[config.mk]
export PLATFORM = sky130hd
export DESIGN_NAME = int_ctrl
export DESIGN_NICKNAME = d
export VERILOG_FILES = /design/src/rtl/int_ctrl_pkg.sv /design/src/rtl/int_ctrl_prio_enc.sv /design/src/rtl/int_ctrl.sv
export SDC_FILE = /design/constraint.sdc
export NUM_CORES = 1
export LEC_CHECK = 0
export ABC_AREA = 1
export CORE_MARGIN = 2
export CORE_UTILIZATION = 35
export CTS_CLUSTER_SIZE = 10
export DETAILED_ROUTE_END_ITERATION = 10
export GPL_TIMING_DRIVEN = 0
export PLACE_DENSITY = 0.66
export SYNTH_ARGS = -nofsm -noshare
export SYNTH_HDL_FRONTEND = slang
export SYNTH_SLANG_ARGS = --single-unit
[constraint.sdc]
create_clock -name clk -period 3.5 [get_ports clk]
set_clock_uncertainty 0.2 [all_clocks]
set_input_delay 1.05 -clock clk [delete_from_list [all_inputs] [get_ports clk]]
set_output_delay 1.05 -clock clk [all_outputs]
set_load 0.03 [all_outputs]
[src/rtl/int_ctrl_pkg.sv]
// int_ctrl_pkg: shared constants for the interrupt controller.
//   - register addresses (MASK/EDGE/PEND/STATUS)
//   - FSM state encoding
//   - STATUS register field positions
//   - idx_w(): bits needed to index n items (minimum 1)
package int_ctrl_pkg;

  localparam logic [1:0] ADDR_MASK   = 2'd0;
  localparam logic [1:0] ADDR_EDGE   = 2'd1;
  localparam logic [1:0] ADDR_PEND   = 2'd2;
  localparam logic [1:0] ADDR_STATUS = 2'd3;

  typedef enum logic [1:0] {
    ST_IDLE    = 2'd0,
    ST_ASSERT  = 2'd1,
    ST_SERVICE = 2'd2,
    ST_HOLDOFF = 2'd3
  } state_e;

  localparam int unsigned STS_SEL_LSB   = 0;
  localparam int unsigned STS_SEL_W     = 3;
  localparam int unsigned STS_STATE_LSB = 4;
  localparam int unsigned STS_ANY_BIT   = 6;

  function automatic int unsigned idx_w(input int unsigned n);
    return (n > 1) ? $clog2(n) : 1;
  endfunction

endpackage

[src/rtl/int_ctrl_prio_enc.sv]
// int_prio_enc: highest-index priority encoder.
//   req_i   : request vector
//   idx_o   : index of the highest set bit of req_i (0 when none)
//   valid_o : at least one bit of req_i is set
module int_prio_enc
  import int_ctrl_pkg::*;
#(
  parameter int unsigned N  = 6,
  parameter int unsigned IW = idx_w(N)
) (
  input  logic [N-1:0]  req_i,
  output logic [IW-1:0] idx_o,
  output logic          valid_o
);

  always_comb begin
    idx_o = '0;
    // Ascending scan: the last hit is the highest index.
    for (int unsigned i = 0; i < N; i++) begin
      if (req_i[i]) idx_o = IW'(i);
    end
    valid_o = |req_i;
  end

endmodule

[src/rtl/int_ctrl.sv]
// int_ctrl: interrupt controller feeding the CP0 HWInt input.
//   clk       : clock, rising edge
//   reset     : asynchronous, active-low reset
//   src_irq   : raw device interrupt lines (synchronous to clk)
//   we/addr/wdata/rdata : register port (0=MASK 1=EDGE 2=PEND 3=STATUS)
//   irq_taken : exception entry pulse from CP0
//   eret      : handler exit pulse
//   hwint     : one-hot request to CP0 (at most one bit set)
module int_ctrl
  import int_ctrl_pkg::*;
#(
  parameter int unsigned NSRC    = 6,
  parameter int unsigned HOLDOFF = 2
) (
  input  logic            clk,
  input  logic            reset,
  input  logic [NSRC-1:0] src_irq,
  input  logic            we,
  input  logic [1:0]      addr,
  input  logic [31:0]     wdata,
  output logic [31:0]     rdata,
  input  logic            irq_taken,
  input  logic            eret,
  output logic [NSRC-1:0] hwint
);

  localparam int unsigned SELW = idx_w(NSRC);
  localparam int unsigned CW   = idx_w(HOLDOFF + 1);

  logic [NSRC-1:0] src_q, src_p, mask_q, emode_q, pend_q, pend_d;
  logic [NSRC-1:0] hwint_q, hwint_d, active, rise, w1c;
  logic [1:0]      hist_q;
  state_e          state_q, state_d;
  logic [SELW-1:0] sel_q, sel_d, enc_idx;
  logic [CW-1:0]   cnt_q, cnt_d;
  logic            enc_valid, sel_live;
  logic            wr_mask, wr_emode, wr_pend;
  logic            wdata_unused;

  assign wdata_unused = ^wdata[31:NSRC];

  assign wr_mask  = we && (addr == ADDR_MASK);
  assign wr_emode = we && (addr == ADDR_EDGE);
  assign wr_pend  = we && (addr == ADDR_PEND);

  // hist_q[1] marks src_p as holding post-reset samples; until then a line
  // that was already high would look like a rising edge.
  assign rise   = hist_q[1] ? (src_q & ~src_p) : '0;
  assign w1c    = wr_pend ? wdata[NSRC-1:0] : '0;
  // Edge bits: W1C then set (set wins). Level bits: follow src_q.
  assign pend_d = (emode_q & ((pend_q & ~w1c) | rise)) | (~emode_q & src_q);

  assign active   = pend_q & mask_q;
  assign sel_live = active[sel_q];

  int_prio_enc #(
    .N  (NSRC),
    .IW (SELW)
  ) u_prio (
    .req_i   (active),
    .idx_o   (enc_idx),
    .valid_o (enc_valid)
  );

  always_comb begin
    state_d = state_q;
    sel_d   = sel_q;
    cnt_d   = cnt_q;
    unique case (state_q)
      ST_IDLE: begin
        if (enc_valid) begin
          sel_d   = enc_idx;
          state_d = ST_ASSERT;
        end
      end
      ST_ASSERT: begin
        if (irq_taken)     state_d = ST_SERVICE;
        else if (!sel_live) state_d = ST_IDLE;
      end
      ST_SERVICE: begin
        if (eret) begin
          if (HOLDOFF == 0) begin
            state_d = ST_IDLE;
          end else begin
            state_d = ST_HOLDOFF;
            cnt_d   = CW'(HOLDOFF);
          end
        end
      end
      ST_HOLDOFF: begin
        cnt_d = cnt_q - CW'(1);
        if (cnt_q <= CW'(1)) state_d = ST_IDLE;
      end
      default: state_d = ST_IDLE;
    endcase

    // Output is registered from current state so nothing combinational
    // from src_irq/we/irq_taken reaches hwint.
    hwint_d = '0;
    if ((state_q == ST_ASSERT || state_q == ST_SERVICE) && sel_live)
      hwint_d[sel_q] = 1'b1;
  end

  always_comb begin
    rdata = '0;
    case (addr)
      ADDR_MASK: rdata[NSRC-1:0] = mask_q;
      ADDR_EDGE: rdata[NSRC-1:0] = emode_q;
      ADDR_PEND: rdata[NSRC-1:0] = pend_q;
      default: begin
        rdata[STS_SEL_LSB +: STS_SEL_W] = STS_SEL_W'(sel_q);
        rdata[STS_STATE_LSB +: 2]       = state_q;
        rdata[STS_ANY_BIT]              = |active;
      end
    endcase
  end

  always_ff @(posedge clk or negedge reset) begin
    if (!reset) begin
      src_q   <= '0;
      src_p   <= '0;
      hist_q  <= '0;
      mask_q  <= '0;
      emode_q <= '0;
      pend_q  <= '0;
      state_q <= ST_IDLE;
      sel_q   <= '0;
      cnt_q   <= '0;
      hwint_q <= '0;
    end else begin
      src_q   <= src_irq;
      src_p   <= src_q;
      hist_q  <= {hist_q[0], 1'b1};
      if (wr_mask)  mask_q  <= wdata[NSRC-1:0];
      if (wr_emode) emode_q <= wdata[NSRC-1:0];
      pend_q  <= pend_d;
      state_q <= state_d;
      sel_q   <= sel_d;
      cnt_q   <= cnt_d;
      hwint_q <= hwint_d;
    end
  end

  assign hwint = hwint_q;

endmodule

==> impl_metrics.env <==
export IMPL_vias_per_cell=4.39
export IMPL_internal_power_w=0.000971
export IMPL_die_h_um=82.2
export IMPL_start_util_pct=36.1
export IMPL_grt_total_usage_pct=14.1
export IMPL_maxUsedRoutingLayer="met4"
export IMPL_report_final_slew_viol_count=0
export IMPL_final_min_clock_period_ns=3.23
export IMPL_worst_setup_path_type="primary input to output pin"
export IMPL_clock_sink_count=45
export IMPL_cp_start_kind="primary input"
export IMPL_grt_overflow_total=0
export IMPL_numCtsBuffers=5
export IMPL_yosysWarningCount=0
export IMPL_synth_lib_cells_used_distinct=23
export IMPL_power_per_cell_area_mw_per_mm2=562
export IMPL_worst_slew_pin_slew_ns=0.547
export IMPL_drt_met1_wl_um=1880
export IMPL_tritoncts_clock_tree="yes"
export IMPL_htreeDepth=2
export IMPL_post_drt_wl_per_cell_um=10.7
export IMPL_ys_seq_elements=45
export IMPL_power_switching_w=0.000572
export IMPL_place_congestion=0.813
export IMPL_summed_instance_area_of_the_synthesized_netlist_mm2=0.00214
export IMPL_route_final_wire_length_um=4100
export IMPL_setup_violations_final=0
export IMPL_sequential_element_share_of_the_synthesized_area_pct=52.7
export IMPL_met2WireLength_um=1890
export IMPL_sw_frac_of_total_pct=37.1
export IMPL_worst_setup_hold_path_clk_slew_ns=0.08
export IMPL_grt_pass1_vias=1563
export IMPL_finalHoldViolations=0
export IMPL_row_count=28
export IMPL_port_buffers=31
export IMPL_cts_post_setup_buffers_inserted=0
export IMPL_hold_worst_slack_ns=0.151
export IMPL_hpwl_um=3160
export IMPL_synth_largest_type_area_fraction_pct=52.7
export IMPL_vias=1671
export IMPL_status="finished clean"
export IMPL_post_route_drc_count=0
export IMPL_cap_violations=0
export IMPL_design_core_area_mm2=0.00592
export IMPL_post_synth_cell_area_avg_um2=8.84
export IMPL_post_synth_inst_count=242
export IMPL_p_comb_share_pct=34.3
export IMPL_synth_area_top_cells="dfrtp_1, nand2_1, buf_4, o21ai_1, a32o_1"
export IMPL_min_period_over_period_pct=92.2
export IMPL_hold_buffers=0
export IMPL_crit_path_capture_type="output pin"
export IMPL_unrepaired_setup_endpoints_after_global_routing="no"
export IMPL_data_required_time_of_the_worst_path_ns=2.25
export IMPL_layout_drive_gt1_share_pct=18.0
export IMPL_grt_pass1_wl_um=7180
export IMPL_max_freq_mhz=310
export IMPL_peakVddDrop_v=0.000302
export IMPL_grt_max_degree=24
export IMPL_post_synth_top_area_cell="dfrtp_1"
export IMPL_final_nets=355
export IMPL_pwr_share_seq_pct=44.3
export IMPL_antenna_diode_count=0
export IMPL_chipWidth_um=82.2
export IMPL_clk_insertion_delay_late_ns=0.30
export IMPL_area_delta_synth_final_pct=28.4
export IMPL_cts_root_buffer_cell="clkbuf_8"
export IMPL_initial_antenna_violation_count=0
export IMPL_detailedRoute_firstIterationViolations=118
export IMPL_critical_path_max_fanout=7
export IMPL_clock_path_buffers=2
export IMPL_routed_wl_met3_um=297
export IMPL_timing_critical_path_arrival_ns=1.98
export IMPL_antenna_violating_nets_remaining=0
export IMPL_die_area_mm2=0.00675
export IMPL_dpl_worst_slack_ns=-0.710
export IMPL_maxSlewHeadroom_pct=63.5
export IMPL_pin_count=83
export IMPL_fin_ws_ns=0.274
export IMPL_cellLeakagePower_nw=1.38
export IMPL_drt_first_pass_iters=4
export IMPL_min_path_type="flip-flop to flip-flop"
export IMPL_clock_share_of_power_pct=21.4
cell type report:
type	instances	area, um^2
clock inverter	2	13.8
tap	75	93.8
clock buffer	6	82.6
inverter	24	90.1
timing repair buffer	32	312
buffer	27	196
fill	585	3180
sequential	45	1130
multi-input combinational	170	831
worst max-delay path: stages:
cell and delay [ns]:
clkbuf_2 0.15, inv_2 0.07, nor2_4 0.18, nand2_1 0.08, o2111ai_1 0.11, clkdlybuf4s15_2 0.34
registers in the layout (all words and copies together) (netlist names), named ones only:
| signal | flops |
|---|---|
| emode_q | 6 |
| hwint | 6 |
| mask_q | 6 |
| pend_q | 6 |
| src_p | 6 |
| src_q | 6 |
| sel_q | 3 |
| cnt_q | 2 |
| hist_q | 2 |
| state_q | 1 |
power by group through the flow:
stage	Sequential (W)	Combinational, W	Clock (W)
after global placement	0.000692	0.000530	0
after CTS	0.000684	0.000534	0.000341
after detailed placement	0.000694	0.000541	0
after floorplan	0.000702	0.000363	0
after global routing	0.000700	0.000611	0.000371
final	0.000683	0.000530	0.000330
cell usage in the layout (no fill, tap or decap), types with 4 or more instances in the layout:
| master | Yosys | final |
|---|---|---|
| dfrtp_1 | 45 | 45 |
| clkbuf_8 | 0 | 6 |
| a32o_1 | 7 | 7 |
| nor2_1 | 15 | 15 |
| nand3_1 | 9 | 9 |
| conb_1 | 2 | 26 |
| nand2_1 | 66 | 64 |
| o21ai_1 | 17 | 17 |
| buf_2 | 1 | 4 |
| buf_4 | 25 | 25 |
| clkdlybuf4s50_1 | 0 | 21 |
| inv_1 | 18 | 18 |
| inv_2 | 5 | 5 |
| o21ai_0 | 8 | 8 |
| a21oi_1 | 5 | 5 |
| ha_1 | 5 | 5 |
metal layers:
layer	vias to the layer above	track usage [%]
li1	866	-
met1	743	18.4
met2	58	22.8
met3	4	4.02
met4	0	4.50
met5	-	0
through the flow:
| stage | setup TNS, ns | area, um^2 | utilization (%) | cells | power, W |
|---|---|---|---|---|---|
| after global placement | -4.28 | 2630 | 44.5 | 372 | 0.00122 |
| final | 0 | 2750 | 46.4 | 381 | 0.00154 |
| after floorplan | 0 | 2230 | - | 266 | 0.00106 |
| after global routing | 0 | 2750 | 46.4 | 381 | 0.00168 |
| after CTS | 0 | 2750 | 46.4 | 381 | 0.00156 |
| after detailed placement | -4.23 | 2660 | 44.8 | 373 | 0.00124 |
final timing paths:
check                                        from                      to  slack (ns)  depth (start not counted)
setup / recovery                          addr[0]                rdata[2]        0.27                          6
hold / removal                hist_q[0]$_DFF_PN0_     hist_q[1]$_DFF_PN0_        0.15                          0
setup reg to reg           state_q[0]$_DFFE_PN0P_  state_q[0]$_DFFE_PN0P_        1.83                         10
hold reg to reg               hist_q[0]$_DFF_PN0_     hist_q[1]$_DFF_PN0_        0.15                          0
max in group asynchronous                   reset      hwint[2]$_DFF_PN0_        2.08                          2
min in group asynchronous                   reset      src_p[3]$_DFF_PN0_        0.53                          1
synthesized netlist by cell type:
master / instances
o21ai_0: 8
nand2_2: 1
clkinv_1: 1
o2111ai_1: 3
ha_1: 5
a21boi_0: 1
nand4_1: 2
clkbuf_1: 1
dfrtp_1: 45
nand2_1: 66
a22o_1: 1
inv_2: 5
nor2_1: 15
buf_4: 25
conb_1: 2
inv_1: 18
o21ai_1: 17
nand3_1: 9
and3_1: 1
a21oi_1: 5
buf_2: 1
a32o_1: 7
nor2_2: 3
repair_timing:
item / 4_1_cts / 5_1_grt
hold endpoints to repair: 0 / 0
gates resized for setup: 25 / 9
pin swaps: 0 / 0
setup endpoints to repair: 7 / 6
logic make-up (layout without fill, tap and decap cells):
group / count (synthesis) / in the layout / share of synthesized area [%]
buffers and inverters: 51 / 91 / 13.4
and+or+nand+nor: 97 / 97 / 18.4
adders and majority gates: 5 / 5 / 2.93
DFF: 45 / 45 / 52.7
AOI/OAI and AO/OA: 42 / 42 / 12.3
other: 2 / 26 / 0.351
(Power assumes the default switching activity.)
